$ cat src/rtl/hazard_scoreboard.sv
// hazard_scoreboard: RAW hazard detection for the decode stage.
// Tracks in-flight destinations in EX/MEM/WB, drives stall/issue/forward selects.
//
// Ports:
//   clk, rst_n           clock, synchronous active-low reset
//   id_valid             ID holds a real instruction
//   id_rs/id_rt          source registers, with id_rs_valid/id_rt_valid
//   id_wr_valid/wr_reg   destination write enable and register
//   id_is_load           ID instruction is a load
//   flush                kill the ID instruction (branch/jump taken)
//   mem_stall            freeze the whole pipeline
//   stall                hold PC and IF/ID, bubble into ID/EX
//   issue                ID instruction advances to EX this cycle
//   rs_fwd/rt_fwd        0 regfile, 1 EX/MEM, 2 MEM/WB
//   stall_cnt            saturating count of hazard-stall cycles
module hazard_scoreboard #(
    parameter bit FORWARDING = 1'b1,
    parameter bit WB_BYPASS  = 1'b1,
    parameter int REG_W      = 3
) (
    input  logic             clk,
    input  logic             rst_n,
    input  logic             id_valid,
    input  logic [REG_W-1:0] id_rs,
    input  logic [REG_W-1:0] id_rt,
    input  logic             id_rs_valid,
    input  logic             id_rt_valid,
    input  logic             id_wr_valid,
    input  logic [REG_W-1:0] id_wr_reg,
    input  logic             id_is_load,
    input  logic             flush,
    input  logic             mem_stall,
    output logic             stall,
    output logic             issue,
    output logic [1:0]       rs_fwd,
    output logic [1:0]       rt_fwd,
    output logic [15:0]      stall_cnt
);

    typedef struct packed {
        logic             valid;
        logic [REG_W-1:0] dest;
    } ent_t;

    // Only the EX entry's load flag can cause a hazard, so it is the
    // only one kept; MEM/WB loads forward like any other producer.
    ent_t ex_q, mem_q, wb_q;
    logic ex_load_q;

    ent_t ex_d;
    logic ex_load_d;
    logic adv;
    logic cnt_inc;

    logic rs_ex, rt_ex, rs_mem, rt_mem, rs_wb, rt_wb;
    logic hit_ex, hit_mem, hit_wb;
    logic haz;

    assign rs_ex  = id_rs_valid & ex_q.valid  & (ex_q.dest  == id_rs);
    assign rt_ex  = id_rt_valid & ex_q.valid  & (ex_q.dest  == id_rt);
    assign rs_mem = id_rs_valid & mem_q.valid & (mem_q.dest == id_rs);
    assign rt_mem = id_rt_valid & mem_q.valid & (mem_q.dest == id_rt);
    assign rs_wb  = id_rs_valid & wb_q.valid  & (wb_q.dest  == id_rs);
    assign rt_wb  = id_rt_valid & wb_q.valid  & (wb_q.dest  == id_rt);

    assign hit_ex  = rs_ex  | rt_ex;
    assign hit_mem = rs_mem | rt_mem;
    assign hit_wb  = rs_wb  | rt_wb;

    // With forwarding only a load in EX is too late to bypass;
    // without it any producer not yet written back blocks the reader.
    assign haz = FORWARDING
        ? (id_valid & hit_ex & ex_load_q)
        : (id_valid & (hit_ex | hit_mem | (~WB_BYPASS & hit_wb)));

    always_comb begin
        stall     = 1'b0;
        issue     = 1'b0;
        adv       = 1'b1;
        cnt_inc   = 1'b0;
        ex_d      = '0;
        ex_load_d = 1'b0;
        if (mem_stall) begin
            stall = 1'b1;
            adv   = 1'b0;
        end else if (!flush) begin
            if (haz) begin
                stall   = 1'b1;
                cnt_inc = 1'b1;
            end else begin
                issue      = id_valid;
                ex_d.valid = id_valid & id_wr_valid;
                ex_d.dest  = id_wr_reg;
                ex_load_d  = id_is_load;
            end
        end
    end

    // Younger producer (EX) takes precedence over MEM.
    always_comb begin
        rs_fwd = 2'd0;
        rt_fwd = 2'd0;
        if (FORWARDING && issue) begin
            if (rs_ex)
                rs_fwd = 2'd1;
            else if (rs_mem)
                rs_fwd = 2'd2;
            if (rt_ex)
                rt_fwd = 2'd1;
            else if (rt_mem)
                rt_fwd = 2'd2;
        end
    end

    always_ff @(posedge clk) begin
        if (!rst_n) begin
            ex_q      <= '0;
            mem_q     <= '0;
            wb_q      <= '0;
            ex_load_q <= 1'b0;
            stall_cnt <= 16'd0;
        end else if (adv) begin
            wb_q      <= mem_q;
            mem_q     <= ex_q;
            ex_q      <= ex_d;
            ex_load_q <= ex_load_d;
            if (cnt_inc && stall_cnt != 16'hFFFF)
                stall_cnt <= stall_cnt + 16'd1;
        end
    end

endmodule
$ cat config.mk
export PLATFORM = sky130hd
export DESIGN_NAME = hazard_scoreboard
export DESIGN_NICKNAME = d
export VERILOG_FILES = /design/src/rtl/hazard_scoreboard.sv
export SDC_FILE = /design/constraint.sdc
export NUM_CORES = 1
export LEC_CHECK = 0
export CORE_MARGIN = 5
export CORE_UTILIZATION = 46
export CTS_CLUSTER_SIZE = 24
export DETAILED_ROUTE_END_ITERATION = 7
export PLACE_DENSITY_LB_ADDON = 0.12
export SETUP_SLACK_MARGIN = 0.5
export SYNTH_ARGS = -nofsm -noshare
export SYNTH_HDL_FRONTEND = slang
export SYNTH_SLANG_ARGS = --single-unit
$ cat constraint.sdc
create_clock -name clk -period 2.2 [get_ports clk]
set_input_delay 0.44 -clock clk [delete_from_list [all_inputs] [get_ports clk]]
set_output_delay 0.44 -clock clk [all_outputs]
set_load 0.005 [all_outputs]
; ---- After elaboration in Yosys (flattened, before gate mapping)
; Cells that the tools add are included.
[totals]
register_bits = 25
input_bits = 18
out_inout_bits = 22
[classes]
addsub = 1
n_eq_ne = 5
n_mux = 17
bitwise_logic = 13
reduce_logical = 2
[op_table]
columns = operator, count
row1 = "adder 16 x 1 -> 16 bit, second input constant", 1
row2 = "inequality test 16 bit, second input constant", 1
row3 = == test 3 bit, 4
row4 = two-way mux 2 bit, 6
row5 = bitwise AND 1 bit, 11
row6 = two-way mux 1 bit, 9
row7 = two-way mux 4 bit, 2
row8 = AND reduction 2 bit, 1
row9 = logical AND 1 bit, 1
row10 = NOT 1 bit, 1
row11 = bitwise OR 1 bit, 1

; ---- Longest topological paths before layout
; Gate-level depths: netlist of run 1.
[logic_depth]
depth_word = 10
mapped_depth = 7

; ---- Worst setup path after synthesis of run 1
; Ideal clock, no wire load.
[synth_path]
path_kind = input to output
startpoint = in id_rt[0]
endpoint = out rs_fwd[1]
arrival_time_ns = 1.598
t_required_ns = 1.760
slack_ns = 0.162
stages = 5
cell_sequence = xor2_1 > nor4_4 > o21bai_1 > nand3_1 > nor4b_1
[synth_via]
elab_chain_cells = 9
[synth_rtl]
columns = element, line
row1 = "start, declared", 25  ; input logic [REG_W-1:0] id_rt,
row2 = == test 3 bit, 60  ; assign rt_ex = id_rt_valid & ex_q.valid & (ex_q.dest == id_rt);
row3 = bitwise AND 1 bit, 60
row4 = bitwise OR 1 bit, 66  ; assign hit_ex = rs_ex | rt_ex;
row5 = bitwise AND 1 bit (2 in series), 73  ; ? (id_valid & hit_ex & ex_load_q)
row6 = two-way mux 1 bit, 87  ; if (haz) begin
row7 = two-way mux 1 bit, 86  ; end else if (!flush) begin
row8 = two-way mux 1 bit, 83  ; if (mem_stall) begin
row9 = two-way mux 2 bit, 103  ; if (FORWARDING && issue) begin
row10 = "end, declared", 35  ; output logic [1:0] rs_fwd,
; Every way passes these cells.

; ---- Worst setup path after layout of run 1
[layout_path]
startpoint = reg ex_q[1] (netlist name)
endpoint = out rt_fwd[1]
[layout_via]
elab_chain_cells = 9
[layout_rtl]
columns = element, line
row1 = "start, declared", 47  ; ent_t ex_q, mem_q, wb_q;
row2 = "start signal, assigned", 117  ; ex_q <= '0;
row3 = "start signal, assigned", 125  ; ex_q <= ex_d;
row4 = "== test 3 bit, on equally long branches", "59, 60"
row5 = "bitwise AND 1 bit, on equally long branches", "59, 60"
row6 = bitwise OR 1 bit, 66
row7 = bitwise AND 1 bit (2 in series), 73
row8 = two-way mux 1 bit, 87
row9 = two-way mux 1 bit, 86
row10 = two-way mux 1 bit, 83
row11 = two-way mux 2 bit *, 103
row12 = "end, declared", 36  ; output logic [1:0] rt_fwd,
; Mark *: on every way between the ends. The rest lies on a longest branch, timed or not.

==> impl_metrics.json, run 1 <==
{
  "ys_ff_latch": 25,
  "fin_tns_setup_ps": -281,
  "post-route-drc-count": 0,
  "ys_top_cells_by_area": "dfxtp_1 37%, a21oi_1 4.1%, o31ai_1 3.9%",
  "worstPathRequired_ps": 1760,
  "p_int_uw": 576,
  "setup_ws_ps": -139,
  "p_sw_uw": 227,
  "final_cells": 272,
  "period_share": 1.06,
  "cts.path.max_buffers": 2,
  "ir_drop_mv": 0.443,
  "r2r_slack_ps": 10,
  "fp.dieArea_sq_mm": 0.00410,
  "hp-class": "flop to flop",
  "n_antenna_cell": 0,
  "timing.rr.end": "stall_cnt[6]",
  "cts_max_level": 1,
  "min_path_cells": 2,
  "wirelength_um": 5860,
  "grt_antenna_before_repair": 0,
  "clkPwrFrac": 0.278,
  "dpl.hpwl_um": 2980,
  "final_area_sq_mm": 0.00254,
  "core-area_sq_mm": 0.00278,
  "cts_tree": "done",
  "syn_avg_cell_area_sq_um": 8.65,
  "grt_first_pass_wirelength_um": 8160,
  "synth-seq-area-share": 0.373,
  "postPlaceCellArea_sq_mm": 0.00202,
  "yosys.area_share.xor_xnor": 0.0784,
  "hold-path-endpoint": "stall_cnt[15]",
  "synth_compound_area_frac": 0.216,
  "drt_iter0_markers": 140,
  "finalHoldViolations": 0,
  "synth_common_cells": "25 x dfxtp_1, 11 x a21oi_1, 11 x nand2_1, 11 x nor2_1",
  "max_slew_margin": 0.677,
  "syn_nets": 174,
  "outcome": "finished, violations left",
  "synth_flop_cell": "dfxtp_1",
  "grt_max_degree": 23,
  "fill_cells": 107,
  "vias": 1749,
  "row_count": 19,
  "cts_buffers": 3,
  "p_leak_nw": 1.01,
  "ant_nets": 0,
  "final_nets": 261,
  "multiInputGateArea_sq_mm": 0.00111,
  "rsz0062_at_grt": "true",
  "drv_slew": 0,
  "synth_simple_gate_area_frac": 0.265,
  "ctsHoldBuffers": 0,
  "violations": "negative setup slack",
  "syn_to_final_growth_pct": 89.6,
  "worstHoldStart": "stall_cnt[15]",
  "netlist_instances": 155,
  "drt_pass1_iterations": 5,
  "drive_gt1_frac": 0.494,
  "initial_core_util": 0.482,
  "clk_pin_slew_ps": 150,
  "crit_fanout": 3,
  "p_per_area_mw_per_mm2": 316,
  "yosysWarningCount": 0,
  "setup_viol": 6,
  "io_buffers": 39,
  "wl_per_cell_um": 21.5,
  "cts-root-buf": "clkbuf_4",
  "reg2reg_from": "ex_q[1]",
  "grt.total_usage": 0.242,
  "regArea_sq_um": 568,
  "fin_worst_skew_ps": 7.77,
  "endpoint_kind": "primary output",
  "ff2ff_path_depth": 8,
  "gp_congestion": 0.845,
  "synth-edff-count": 0,
  "seqPwrFrac": 0.555,
  "via_per_inst": 6.43,
  "synth_top_area_frac": 0.373,
  "power.share.switching": 0.283,
  "power_frac_comb": 0.167,
  "power_uw": 804,
  "synthMuxAreaShare": 0.0299,
  "overflow": 0,
  "worstMarginPinSlew_ps": 484,
  "fp.dieW_um": 64,
  "synth_area_sq_mm": 0.00134,
  "async_reset_ff_frac": 0,
  "fin_crit_ps": 2340,
  "cp.arrival_ps": 1900,
  "synthAdderAreaFrac": 0.00933,
  "clock_latency_ps": 330,
  "die_h_um": 64,
  "crit_type": "flop to primary output",
  "max_freq_mhz": 427,
  "cp-start-kind": "flop",
  "ys_types": 32,
  "maxCapViolCount": 0,
  "synth_top_area_cell": "dfxtp_1",
  "yosys.cell_count.top_type": "dfxtp_1",
  "post-place-cells": 244,
  "first_global_vias": 1654,
  "cts.sinks": 25,
  "fin_util": 0.915,
  "synth_top_family_by_area": "simple AND/OR/NAND/NOR gates",
  "io_pins": 40
}
-- final cells by class --
class                      instances  share of cell area
clock buffer                       4              0.0103
timing repair buffer              88               0.309
inverter                           4             0.00590
tap                               31              0.0152
multi-input combinational        120               0.436
sequential                        25               0.223
-- per-stage QoR --
stage,hold slack [ps],setup WS (ps)
finish,534,-139
global route,551,-224
CTS,504,-42.3
detailed placement,482,-700
global placement,469,-645
floorplan,450,292
-- flip-flops by register name (all words and copies together) (netlist names) --
signal / flops
mem_q: 4
ex_q: 4
ex_load_q: 1
stall_cnt: 16
-- worst max-delay path, stage by stage, from the launching register on --
cell,delay [ps]
dfxtp_4,440
xor2_2,230
nor4_4,80
o21bai_2,160
nand3_2,140
buf_6,150
nor4b_4,210
buf_2,160
-- timing repair --
item                                    4_1_cts  5_1_grt
resized for setup                            85       37
endpoints found under the setup margin       40       42
pin swaps                                    25       13
buffers inserted                             10       14
gates cloned                                  0        0
-- cell families after synthesis --
family | Yosys count
simple gates | 59
compound gates | 44
xor+xnor | 12
mux | 4
flops | 25
buf+inv | 10
fa+ha+maj | 1
-- power by group through the flow --
stage          clock network [mW]  logic, mW  registers (mW)
5_1_grt                     0.251      0.141           0.447
2_1_floorplan                   0     0.0471           0.474
3_3_place_gp                    0      0.112           0.474
4_1_cts                     0.213      0.122           0.460
6_report                    0.224      0.134           0.446
3_5_place_dp                    0      0.114           0.474
-- layout by cell type (no fill, tap or decap), drive strengths merged, types with 3 or more instances in the layout --
master,synthesis,layout
dlygate4sd2,0,5
o211ai,3,3
dlymetal6s2s,0,7
a32oi,4,4
and4,4,4
clkdlybuf4s50,0,19
o21ai,10,10
nand4,6,6
mux2i,4,4
xnor2,6,6
o21bai,3,3
or4,4,4
dfxtp,25,25
o31ai,7,7
buf,1,55
a21oi,11,11
clkbuf,5,4
nand2,11,11
inv,4,4
nor2,11,11
or3,7,7
xor2,6,6
nand3,6,6
nor4,4,4
-- how the worst max path moves through the flow --
stage | end | slack, ps | cells after the start | startpoint
floorplan | stall_cnt[14] | 290 | 6 | id_rs[1]
global route | rt_fwd[1] | -220 | 7 | ex_q[1]
finish | rt_fwd[1] | -140 | 7 | ex_q[1]
global placement | rs_fwd[1] | -640 | 7 | id_rs[1]
detailed placement | rt_fwd[1] | -700 | 7 | id_rs[1]
CTS | rt_fwd[1] | -40 | 7 | ex_q[2]
-- routing by layer --
layer,global-route usage,vias up,wire (um)
li1,-,768,-
met1,0.288,863,2380
met2,0.448,106,3020
met3,0.0298,12,362
met4,0.0675,0,104
met5,0,-,0
Power figures use the tool's default switching activity.
==> run 2, diff against run 1 <==
--- a/config.mk
+++ b/config.mk
@@ -9,7 +9,7 @@
 export CORE_UTILIZATION = 46
 export CTS_CLUSTER_SIZE = 24
 export DETAILED_ROUTE_END_ITERATION = 7
-export PLACE_DENSITY_LB_ADDON = 0.12
+export PLACE_DENSITY = 0.78
 export SETUP_SLACK_MARGIN = 0.5
 export SYNTH_ARGS = -nofsm -noshare
 export SYNTH_HDL_FRONTEND = slang
==> impl_metrics.json, run 2 (synthesis gave the netlist of run 1 again) <==
{
  "outcome": "finished, violations left",
  "violations": "negative setup slack",
  "drv_slew": 0,
  "grt.total_usage": 0.267,
  "wirelength_um": 7200,
  "worstPathRequired_ps": 2440,
  "fp.dieArea_sq_mm": 0.00410,
  "top_regs": "stall_cnt (16), ex_q (4), mem_q (4)",
  "grt_max_degree": 23,
  "ant_nets": 0,
  "clock_latency_ps": 350,
  "grt_antenna_before_repair": 0,
  "fin_crit_ps": 2490,
  "timing.rr.end": "stall_cnt[8]",
  "cts.sinks": 25,
  "final_common_cell": "buf_4",
  "setup_ws_ps": -287,
  "reg2reg_from": "ex_q[2]",
  "mostFrequentLayoutCells": "39 x buf_4, 19 x dfxtp_4, 16 x dlymetal6s2s_1, 11 x nor2_1, 11 x buf_6",
  "slowest_stage": "o31ai_1",
  "largest_reg_flops": 16,
  "syn_to_final_growth_pct": 94.0,
  "via_per_inst": 6.88,
  "drive_gt1_frac": 0.531,
  "dpl.hpwl_um": 3130,
  "final_cells": 274,
  "power_frac_comb": 0.161,
  "wl_met2_um": 3490,
  "period_share": 1.13,
  "max_slew_margin": 0.613,
  "row_count": 19,
  "fill_cells": 87,
  "fin_worst_skew_ps": 15.4,
  "p_sw_uw": 240,
  "vias": 1886,
  "hold-path-endpoint": "stall_cnt[7]",
  "hp-class": "flop to flop",
  "core-area_sq_mm": 0.00278,
  "io_buffers": 39,
  "cts.path.max_buffers": 2,
  "top_register": "stall_cnt",
  "gp_congestion": 0.834,
  "cp.arrival_ps": 2730,
  "met1_length_um": 2550,
  "setup_viol": 13,
  "maxUsedRoutingLayer": "met4",
  "n_antenna_cell": 0,
  "p_int_uw": 568,
  "wl_met3_um": 740,
  "cp_num_cells": 10,
  "overflow": 0,
  "clk_pin_slew_ps": 170,
  "wl_per_cell_um": 26.3,
  "cts_buffers": 3,
  "path_cells": "xor2_2, nor4_4, buf_4, buf_6, buf_6, buf_6, o211ai_1, buf_4, o31ai_1, a21oi_2",
  "rsz0062_at_grt": "true",
  "worstMarginPinSlew_ps": 576,
  "seqPwrFrac": 0.548,
  "final_nets": 263,
  "min_path_cells": 1,
  "fin_tns_setup_ps": -1550,
  "crit_family": "compound AO/OA/AOI/OAI gates",
  "max_freq_mhz": 402,
  "power.share.switching": 0.297,
  "ctsHoldBuffers": 0,
  "first_global_vias": 1798,
  "endpoint_kind": "flop",
  "clkPwrFrac": 0.291,
  "final_area_sq_mm": 0.00260,
  "cts-root-buf": "clkbuf_4",
  "io_pins": 40,
  "multiInputGateArea_sq_mm": 0.00112,
  "p_leak_nw": 1.21,
  "cts_max_level": 1,
  "drt_pass1_iterations": 5,
  "crit_type": "flop to flop",
  "cts_tree": "done",
  "crit_top_cell": "buf_6",
  "post-route-drc-count": 0,
  "crit_fanout": 6,
  "regArea_sq_um": 573,
  "startpoint": "ex_q[2]",
  "ff2ff_path_depth": 10,
  "maxCapViolCount": 0,
  "fp.dieW_um": 64,
  "grt_first_pass_wirelength_um": 8790,
  "finalHoldViolations": 0,
  "critical_path.max_stage_delay_ps": 450,
  "holdWs_ps": 496,
  "r2r_slack_ps": -290,
  "cp-start-kind": "flop",
  "drt_iter0_markers": 181,
  "initial_core_util": 0.482,
  "p_per_area_mw_per_mm2": 311,
  "post-place-cells": 245,
  "ir_drop_mv": 0.449,
  "postPlaceCellArea_sq_mm": 0.00202,
  "die_h_um": 64,
  "worstHoldStart": "stall_cnt[7]",
  "cp.buffers_inverters": 5
}
## run 2: layer usage
metal | vias up | global-route usage
met2 | 181 | 0.479
li1 | 768 | -
met4 | 0 | 0.140
met1 | 887 | 0.295
met3 | 50 | 0.0508
met5 | - | 0
## run 2: how the worst max path moves through the flow
| stage | endpoint |
|---|---|
| floorplan | stall_cnt[14] |
| global placement | rs_fwd[1] |
| detailed placement | rs_fwd[1] |
| CTS | rs_fwd[1] |
| global route | stall_cnt[6] |
| finish | stall_cnt[8] |
## run 2: cell type report
cell class,instances,area share
timing repair buffer,90,0.319
clock inverter,1,0.00192
inverter,4,0.00577
sequential,25,0.220
tap,31,0.0149
clock buffer,3,0.00865
multi-input combinational,120,0.430
## run 2: worst reg2reg max path, stage by stage, from the launching register on
cell and delay [ps]:
dfxtp_4 410, xor2_2 160, nor4_4 300, buf_4 170, buf_6 100, buf_6 80, buf_6 90, o211ai_1 220
buf_4 270, o31ai_1 450, a21oi_2 120
## run 2: repair_timing
action,4_1_cts,5_1_grt
buffers inserted,10,15
pin swaps,28,18
setup endpoints to repair,40,42
gates resized for setup,92,51
## run 2: power groups by stage
stage	combinational, mW	clock [mW]	sequential, mW
detailed placement	0.114	0	0.475
global route	0.136	0.252	0.444
floorplan	0.0471	0	0.474
finish	0.130	0.235	0.443
global placement	0.111	0	0.474
CTS	0.118	0.212	0.458
## run 2: metrics by stage
stage	worst slack [ps]	power [mW]	utilization
finish	-287	0.808	0.936
global placement	-672	0.585	0.728
CTS	-80.3	0.788	0.836
global route	-320	0.832	0.936
detailed placement	-740	0.588	0.728
floorplan	292	0.521	-
